## src/rtl/jts16b_snd_mailbox.sv

```systemverilog
// S16B main-CPU -> Z80 sound command mailbox with a one-byte reply register.
// Define JTS16B_SNDFIFO_EN for a DEPTH-entry command FIFO; otherwise a single-byte latch is used.
module jts16b_snd_mailbox #(
  parameter int IRQ_GAP = 4,
  parameter int DEPTH   = 4
) (
  input  logic       rst,
  input  logic       clk,
  input  logic       main_wr,
  input  logic [7:0] main_din,
  input  logic       main_rd,
  output logic [7:0] main_dout,
  output logic [2:0] main_status,
  input  logic       snd_rd,
  output logic [7:0] snd_dout,
  input  logic       snd_wr,
  input  logic [7:0] snd_din,
  output logic       snd_irqn,
  output logic       cmd_pending
);

  if (IRQ_GAP < 1 || IRQ_GAP > 15 || DEPTH < 2 || DEPTH > 16 || (DEPTH & (DEPTH - 1)) != 0) begin : g_param_chk
    $error("jts16b_snd_mailbox: IRQ_GAP must be 1..15 and DEPTH a power of two in 2..16");
  end

  logic [7:0] snd_dout_q, snd_dout_d;
  logic [7:0] main_dout_q, main_dout_d;
  logic       cmd_pending_q, cmd_pending_d;
  logic       cmd_full_q, cmd_full_d;
  logic       rpl_full_q, rpl_full_d;
  logic       overrun_q, overrun_d;
  logic       snd_irqn_q, snd_irqn_d;
  logic [3:0] gap_q, gap_d;
  logic       pop_ok, gap_load, overrun_set;

  // A read with nothing pending is ignored entirely.
  assign pop_ok = snd_rd & cmd_pending_q;

`ifdef JTS16B_SNDFIFO_EN
  localparam int PTR_W = $clog2(DEPTH);
  localparam int CNT_W = $clog2(DEPTH + 1);

  logic [7:0]       cmd_mem [DEPTH];
  logic [PTR_W-1:0] wr_ptr_q, wr_ptr_d, rd_ptr_q, rd_ptr_d;
  logic [CNT_W-1:0] cnt_q, cnt_d;
  logic             full, push_ok;

  always_comb begin
    full     = (cnt_q == CNT_W'(DEPTH));
    push_ok  = main_wr & (~full | pop_ok);
    wr_ptr_d = push_ok ? wr_ptr_q + 1'b1 : wr_ptr_q;
    rd_ptr_d = pop_ok ? rd_ptr_q + 1'b1 : rd_ptr_q;
    cnt_d    = cnt_q;
    if (push_ok && !pop_ok)
      cnt_d = cnt_q + 1'b1;
    else if (!push_ok && pop_ok)
      cnt_d = cnt_q - 1'b1;
    cmd_pending_d = (cnt_d != '0);
    cmd_full_d    = (cnt_d == CNT_W'(DEPTH));
    gap_load      = pop_ok & cmd_pending_d;
    overrun_set   = main_wr & full & ~pop_ok;
    snd_dout_d    = snd_dout_q;
    // The new head may be the byte being written this very cycle.
    if (cmd_pending_d)
      snd_dout_d = (push_ok && rd_ptr_d == wr_ptr_q) ? main_din : cmd_mem[rd_ptr_d];
  end

  always_ff @(posedge clk) begin
    if (push_ok)
      cmd_mem[wr_ptr_q] <= main_din;
  end

  always_ff @(posedge clk or posedge rst) begin
    if (rst) begin
      wr_ptr_q <= '0;
      rd_ptr_q <= '0;
      cnt_q    <= '0;
    end else begin
      wr_ptr_q <= wr_ptr_d;
      rd_ptr_q <= rd_ptr_d;
      cnt_q    <= cnt_d;
    end
  end
`else
  always_comb begin
    cmd_pending_d = main_wr | (cmd_pending_q & ~pop_ok);
    cmd_full_d    = cmd_pending_d;
    // Only a coincident write can leave data behind after a pop.
    gap_load      = pop_ok & main_wr;
    overrun_set   = main_wr & cmd_pending_q & ~pop_ok;
    snd_dout_d    = main_wr ? main_din : snd_dout_q;
  end
`endif

  always_comb begin
    gap_d       = gap_load ? 4'(IRQ_GAP) : ((gap_q != 4'd0) ? gap_q - 4'd1 : 4'd0);
    snd_irqn_d  = ~(cmd_pending_d & (gap_d == 4'd0));
    overrun_d   = overrun_q | overrun_set;
    rpl_full_d  = snd_wr | (rpl_full_q & ~main_rd);
    main_dout_d = snd_wr ? snd_din : main_dout_q;
  end

  always_ff @(posedge clk or posedge rst) begin
    if (rst) begin
      snd_dout_q    <= 8'h00;
      main_dout_q   <= 8'hFF;
      cmd_pending_q <= 1'b0;
      cmd_full_q    <= 1'b0;
      rpl_full_q    <= 1'b0;
      overrun_q     <= 1'b0;
      snd_irqn_q    <= 1'b1;
      gap_q         <= 4'd0;
    end else begin
      snd_dout_q    <= snd_dout_d;
      main_dout_q   <= main_dout_d;
      cmd_pending_q <= cmd_pending_d;
      cmd_full_q    <= cmd_full_d;
      rpl_full_q    <= rpl_full_d;
      overrun_q     <= overrun_d;
      snd_irqn_q    <= snd_irqn_d;
      gap_q         <= gap_d;
    end
  end

  assign snd_dout    = snd_dout_q;
  assign main_dout   = main_dout_q;
  assign main_status = {overrun_q, rpl_full_q, cmd_full_q};
  assign snd_irqn    = snd_irqn_q;
  assign cmd_pending = cmd_pending_q;

endmodule

```

## config.mk

```make
export PLATFORM = sky130hd
export DESIGN_NAME = jts16b_snd_mailbox
export DESIGN_NICKNAME = d
export VERILOG_FILES = /design/src/rtl/jts16b_snd_mailbox.sv
export SDC_FILE = /design/constraint.sdc
export NUM_CORES = 1
export LEC_CHECK = 0
export ABC_AREA = 1
export ABC_CLOCK_PERIOD_IN_PS = 1500
export BUFFER_PORTS_ARGS = -buffer_cell sky130_fd_sc_hd__buf_2
export CAP_MARGIN = 20
export CELL_PAD_IN_SITES_DETAIL_PLACEMENT = 2
export CELL_PAD_IN_SITES_GLOBAL_PLACEMENT = 2
export CORE_ASPECT_RATIO = 0.8
export CORE_MARGIN = 4
export CORE_UTILIZATION = 27
export CTS_BUF_LIST = sky130_fd_sc_hd__clkbuf_4
export DETAILED_ROUTE_END_ITERATION = 10
export PLACE_DENSITY_LB_ADDON = 0.1
export SLEW_MARGIN = 20
export SYNTH_ARGS = -nofsm -noshare
export SYNTH_HDL_FRONTEND = slang
export SYNTH_SLANG_ARGS = --single-unit
```

## constraint.sdc

```tcl
create_clock -name clk -period 1.5 [get_ports clk]
set_input_delay 0.3 -clock clk [delete_from_list [all_inputs] [get_ports clk]]
set_output_delay 0.3 -clock clk [all_outputs]
set_load 0.1 [all_outputs]
```

==> impl_metrics.env, run 1 <==
export IMPL_area_growth_pct=39.9
export IMPL_yosys_most_used_dff="dfrtp_1"
export IMPL_crit_start="snd_dout[4]"
export IMPL_final_util_pct=40.2
export IMPL_p_int_mw=1.17
export IMPL_cts_root_buf="clkbuf_4"
export IMPL_insertedDiodeCount=0
export IMPL_finalHoldViolations=0
export IMPL_cts_buffers_inserted=3
export IMPL_cpPeakStageDelay_ns=0.44
export IMPL_finClkSkew_ns=0.00912
export IMPL_drt_first_pass_iters=3
export IMPL_grt_max_degree=25
export IMPL_total_switching_power_mw=0.982
export IMPL_crit_required_ns=1.20
export IMPL_pwr_share_comb_pct=46.4
export IMPL_hold_buffers=0
export IMPL_portBuffers=42
export IMPL_swShare_pct=45.6
export IMPL_synth_cell_types=17
export IMPL_num_io_pins=43
export IMPL_clkLatencyLatePin_ns=0.31
export IMPL_met2_usage_pct=20.3
export IMPL_synthTopCellsByCount="52 x nand2_1, 15 x dfrtp_1, 11 x inv_1"
export IMPL_start_util_pct=28.7
export IMPL_critPathBufInv=1
export IMPL_maxCapViolations=0
export IMPL_cp_cell_sequence="buf_2"
export IMPL_ys_async_sr_fraction_pct=100
export IMPL_startpoint_type="flip-flop"
export IMPL_syn_inst=112
export IMPL_use_met3_pct=5.76
export IMPL_met1_usage_pct=14.4
export IMPL_dp_hpwl_mm=2.12
export IMPL_synth_edff_count=0
export IMPL_top_usage_layer="met2"
export IMPL_core_sq_um=3520
export IMPL_cts_tree="built"
export IMPL_drt_iter0_drc=21
export IMPL_tightest_slew_ns=0.499
export IMPL_ant_nets=0
export IMPL_worstHoldPathType="primary input to asynchronous set/reset pin"
export IMPL_reg2reg_slack_ns=0.32
export IMPL_clk_path_buf_depth=2
export IMPL_num_rows=19
export IMPL_fin_nets=178
export IMPL_antenna_found_initial=0
export IMPL_rsz0062_at_grt="no"
export IMPL_postLayoutCellArea_sq_um=1410
export IMPL_post_synth_top_count_cell="nand2_1"
export IMPL_h_tree_depth=1
export IMPL_fin_crit_ns=1.44
export IMPL_p_seq_share_pct=40.2
export IMPL_synthTopCellsByArea="dfrtp_1 37%, dfstp_2 23%, nand2_1 19%"
export IMPL_finalNonFillerCells=196
export IMPL_die_width_um=76.4
export IMPL_r2r_end="snd_irqn"
export IMPL_place_inst=192
export IMPL_slew_viol_final=0
export IMPL_gr_total_overflow=0
export IMPL_syn_nets=135
export IMPL_seq_area_frac_synth_pct=60.5
export IMPL_critPathMaxFanout=2
export IMPL_drive_above_1_share_pct=42.9
export IMPL_postCtsSetupBuffers=0
export IMPL_finalPower_mw=2.16
export IMPL_dpl_instance_area_sq_um=1380
export IMPL_grt_pass1_wl_mm=4.71
export IMPL_crit_family="buffers and inverters"
export IMPL_cts_num_sinks=24
export IMPL_gp_congestion=0.791
export IMPL_synth_seq_cells=24
export IMPL_syn_cell_area_sq_um=1010
export IMPL_wl_mm=2.63
export IMPL_endpoint_kind="output port"
export IMPL_syn_mean_instance_area_sq_um=9.03
export IMPL_crit_slowest_cell="buf_2"
export IMPL_via_per_inst=4.38
export IMPL_vias=859
export IMPL_slew_headroom_pct=66.9
export IMPL_die_y_um=62.7
export IMPL_hold_ws_ns=0.00409
export IMPL_r2r_cells=7
export IMPL_track_usage_pct=12.1
export IMPL_ys_warn_count=0
export IMPL_fin_crit_sh_pct=95.7
export IMPL_pwr_share_clk_pct=13.4
export IMPL_route_detailed_drc=0
export IMPL_fmax_ghz=0.697
export IMPL_worstPathArrival_ns=1.14
export IMPL_crit_reg2reg_launch="gap_q[0]"
export IMPL_setup_worst_path_end="snd_dout[4]"
export IMPL_cp_depth=1
export IMPL_setup_viol=0
export IMPL_ir_drop_mv=0.525
export IMPL_path_clk_slew_ns=0.13
export IMPL_synth_largest_area_cell="dfrtp_1"
export IMPL_power_leakage_nw=0.767
export IMPL_status="finished, final reports clean"
export IMPL_synth_top_cell_area_share_pct=37.1
export IMPL_critical_path_class="flip-flop to output port"
export IMPL_cts_resized=0
export IMPL_dieArea_sq_um=4790
export IMPL_cellPowerDensity_nw_per_um2=1520
export IMPL_wire_per_inst_um=13.4
export IMPL_first_global_vias=978
==> worst min path at each step <==
stage	cells after the start	to	slack [ns]	from
after detailed placement	3	gap_q[0]	0.37	rst
after CTS	3	gap_q[3]	0.006	rst
after global placement	3	gap_q[0]	0.36	rst
after floorplan	1	gap_q[0]	0.31	rst
final	3	gap_q[3]	0.004	rst
after global routing	3	rpl_full_q	0.01	rst
==> flip-flops by register name, summed over array words and instances (netlist names) <==
name,cells
gap_q,4
rpl_full_q,1
cmd_full_q,1
snd_irqn,1
snd_dout,8
overrun_q,1
main_dout,8
==> layout make-up <==
| cell class | count | area (sq um) |
|---|---|---|
| tap | 42 | 52.6 |
| sequential | 24 | 613 |
| timing repair buffer | 43 | 358 |
| inverter | 14 | 52.6 |
| fill | 406 | 2100 |
| clock buffer | 3 | 22.5 |
| multi-input combinational | 69 | 312 |
| clock inverter | 1 | 3.75 |
==> per-stage QoR <==
stage,setup slack [ns],setup TNS (ns)
6_report,0.0646,0
3_3_place_gp,0.380,0
3_5_place_dp,0.305,0
4_1_cts,-0.00172,-0.00331
5_1_grt,0.00597,0
2_1_floorplan,0.126,0
==> cell families after synthesis <==
kind of cell,count (synthesis),synth area share (%)
AO/OA/AOI/OAI,4,2.60
flip-flops,24,60.5
AND/OR/NAND/NOR,64,27.0
buffers and inverters,19,8.66
adder cells (fa/ha/maj),1,1.24
==> power by group through the flow <==
| stage | Combinational (mW) | Sequential, mW | Clock (mW) |
|---|---|---|---|
| 2_1_floorplan | 0.344 | 1.25 | 0 |
| 3_3_place_gp | 0.982 | 0.874 | 0 |
| 3_5_place_dp | 1.01 | 0.883 | 0 |
| 4_1_cts | 1.01 | 0.871 | 0.313 |
| 5_1_grt | 1.09 | 0.885 | 0.343 |
| 6_report | 1.00 | 0.868 | 0.288 |
==> routing by layer <==
metal  vias to the layer above  part of all wire [%]
li1                        415                     -
met1                       412                    45
met2                        30                    46
met3                         2                   8.3
met4                         0                  0.53
met5                         -                     0
==> cell usage in the layout (no fill, tap or decap) <==
cell	count
nand2_1	52
buf_2	31
dfrtp_1	14
inv_1	11
dfstp_2	9
buf_12	9
clkbuf_4	5
nand3_2	4
nor2_1	4
inv_2	3
nand3_1	2
nand2_2	1
a21oi_1	1
o211ai_1	1
nor2_2	1
a31o_2	1
o21ai_0	1
ha_1	1
clkinv_1	1
dfrtp_2	1
buf_4	1
Note: power is estimated with default switching activity, not from simulation.
==> run 2: changes to the inputs <==
--- a/config.mk
+++ b/config.mk
@@ -13,10 +13,9 @@
 export CELL_PAD_IN_SITES_GLOBAL_PLACEMENT = 2
 export CORE_ASPECT_RATIO = 0.8
 export CORE_MARGIN = 4
-export CORE_UTILIZATION = 27
-export CTS_BUF_LIST = sky130_fd_sc_hd__clkbuf_4
+export CORE_UTILIZATION = 26
 export DETAILED_ROUTE_END_ITERATION = 10
-export PLACE_DENSITY_LB_ADDON = 0.1
+export PLACE_DENSITY = 0.85
 export SLEW_MARGIN = 20
 export SYNTH_ARGS = -nofsm -noshare
 export SYNTH_HDL_FRONTEND = slang
==> impl_metrics.env, run 2 (synthesis gave the netlist of run 1 again) <==
export IMPL_status="finished, final reports clean"
export IMPL_fin_crit_sh_pct=94.3
export IMPL_start_util_pct=28.2
export IMPL_crit_required_ns=1.20
export IMPL_clk_path_buf_depth=2
export IMPL_insertedDiodeCount=0
export IMPL_layout_common_cells="52 x nand2_1, 33 x buf_2, 14 x dfrtp_1"
export IMPL_drt_iter0_drc=38
export IMPL_critical_path_class="flip-flop to output port"
export IMPL_maxCapViolations=0
export IMPL_worstPathArrival_ns=1.11
export IMPL_h_tree_depth=1
export IMPL_place_inst=202
export IMPL_ant_nets=0
export IMPL_cp_cell_sequence="buf_2"
export IMPL_num_rows=19
export IMPL_postCtsSetupBuffers=0
export IMPL_cts_tree="built"
export IMPL_hold_buffers=0
export IMPL_finalHoldViolations=0
export IMPL_final_setup_tns_ns=0
export IMPL_cp_depth=1
export IMPL_drt_first_pass_iters=2
export IMPL_post_place_ws_ns=0.275
export IMPL_ir_drop_mv=0.543
export IMPL_core_sq_um=3590
export IMPL_startpoint_type="flip-flop"
export IMPL_worstHoldPathType="primary input to asynchronous set/reset pin"
export IMPL_die_width_um=77.7
export IMPL_vias=898
export IMPL_crit_family="buffers and inverters"
export IMPL_cts_root_buf="clkbuf_8"
export IMPL_dpl_instance_area_sq_um=1400
export IMPL_die_y_um=63.8
export IMPL_fin_crit_ns=1.41
export IMPL_critPathBufInv=1
export IMPL_via_per_inst=4.36
export IMPL_hold_ws_ns=0.0741
export IMPL_reg2reg_slack_ns=0.29
export IMPL_antenna_found_initial=0
export IMPL_critPathMaxFanout=5
export IMPL_track_usage_pct=13.9
export IMPL_setup_viol=0
export IMPL_rsz0062_at_grt="no"
export IMPL_drive_above_1_share_pct=42.9
export IMPL_finalNonFillerCells=206
export IMPL_r2r_cells=7
export IMPL_cts_num_sinks=24
export IMPL_gp_congestion=0.780
export IMPL_tightest_slew_ns=0.493
export IMPL_fill_cells=408
export IMPL_dp_hpwl_mm=2.45
export IMPL_cts_buffers_inserted=3
export IMPL_final_util_pct=40.1
export IMPL_finalPower_mw=2.29
export IMPL_path_clk_slew_ns=0.08
export IMPL_power_leakage_nw=0.772
export IMPL_slew_viol_final=0
export IMPL_fin_nets=178
export IMPL_postLayoutCellArea_sq_um=1440
export IMPL_endpoint_kind="output port"
export IMPL_slew_headroom_pct=67.4
export IMPL_portBuffers=42
export IMPL_cpPeakStageDelay_ns=0.44
export IMPL_wire_per_inst_um=15.2
export IMPL_cellPowerDensity_nw_per_um2=1590
export IMPL_grt_pass1_wl_mm=5.40
export IMPL_finClkSkew_ns=0.000667
export IMPL_first_global_vias=1102
export IMPL_crit_slowest_cell="buf_2"
export IMPL_route_detailed_drc=0
export IMPL_final_common_cell="nand2_1"
export IMPL_grt_max_degree=25
export IMPL_wl_mm=3.13
export IMPL_num_io_pins=43
export IMPL_cts_resized=0
export IMPL_clkLatencyLatePin_ns=0.26
export IMPL_fin_ws_ns=0.0859
export IMPL_dieArea_sq_um=4960
export IMPL_fmax_ghz=0.707
export IMPL_area_growth_pct=42.5
export IMPL_gr_total_overflow=0
-- run 2: cell count changes in the layout (fill, tap and decap cells not counted), sizes merged --
| cell | before | now |
|---|---|---|
| buf | 41 | 43 |
| clkbuf | 5 | 4 |
| clkinv | 1 | 0 |
-- run 2: final timing paths --
check / startpoint / endpoint
worst min-delay path: rst / snd_dout[1]
worst min register to register: gap_q[0] / gap_q[0]
worst max register to register: gap_q[0] / snd_irqn
max in group asynchronous: rst / main_dout[1]
worst max-delay path: cmd_full_q / cmd_pending
min in group clk: snd_din[1] / main_dout[1]
-- run 2: per-layer routing --
layer / global-route usage, % / vias up / wire [um]
met4: 4.00 / 0 / 46
met3: 4.35 / 6 / 168
met5: 0 / - / 0
li1: - / 420 / -
met2: 26.6 / 25 / 1700
met1: 14.6 / 447 / 1220
-- run 2: layout make-up --
type | count | area [sq um] | area share, %
sequential | 24 | 613 | 42.6
clock buffer | 4 | 45.0 | 3.13
timing repair buffer | 43 | 353 | 24.5
tap | 52 | 65.1 | 4.52
multi-input combinational | 69 | 312 | 21.6
inverter | 14 | 52.6 | 3.65
-- run 2: power breakdown --
group / internal, mW / leakage [nW] / total (mW) / switching, mW
Combinational: 0.297 / 0.479 / 1.02 / 0.726
Clock: 0.190 / 0.0228 / 0.394 / 0.204
Sequential: 0.781 / 0.270 / 0.875 / 0.0945
Total: 1.27 / 0.772 / 2.29 / 1.02
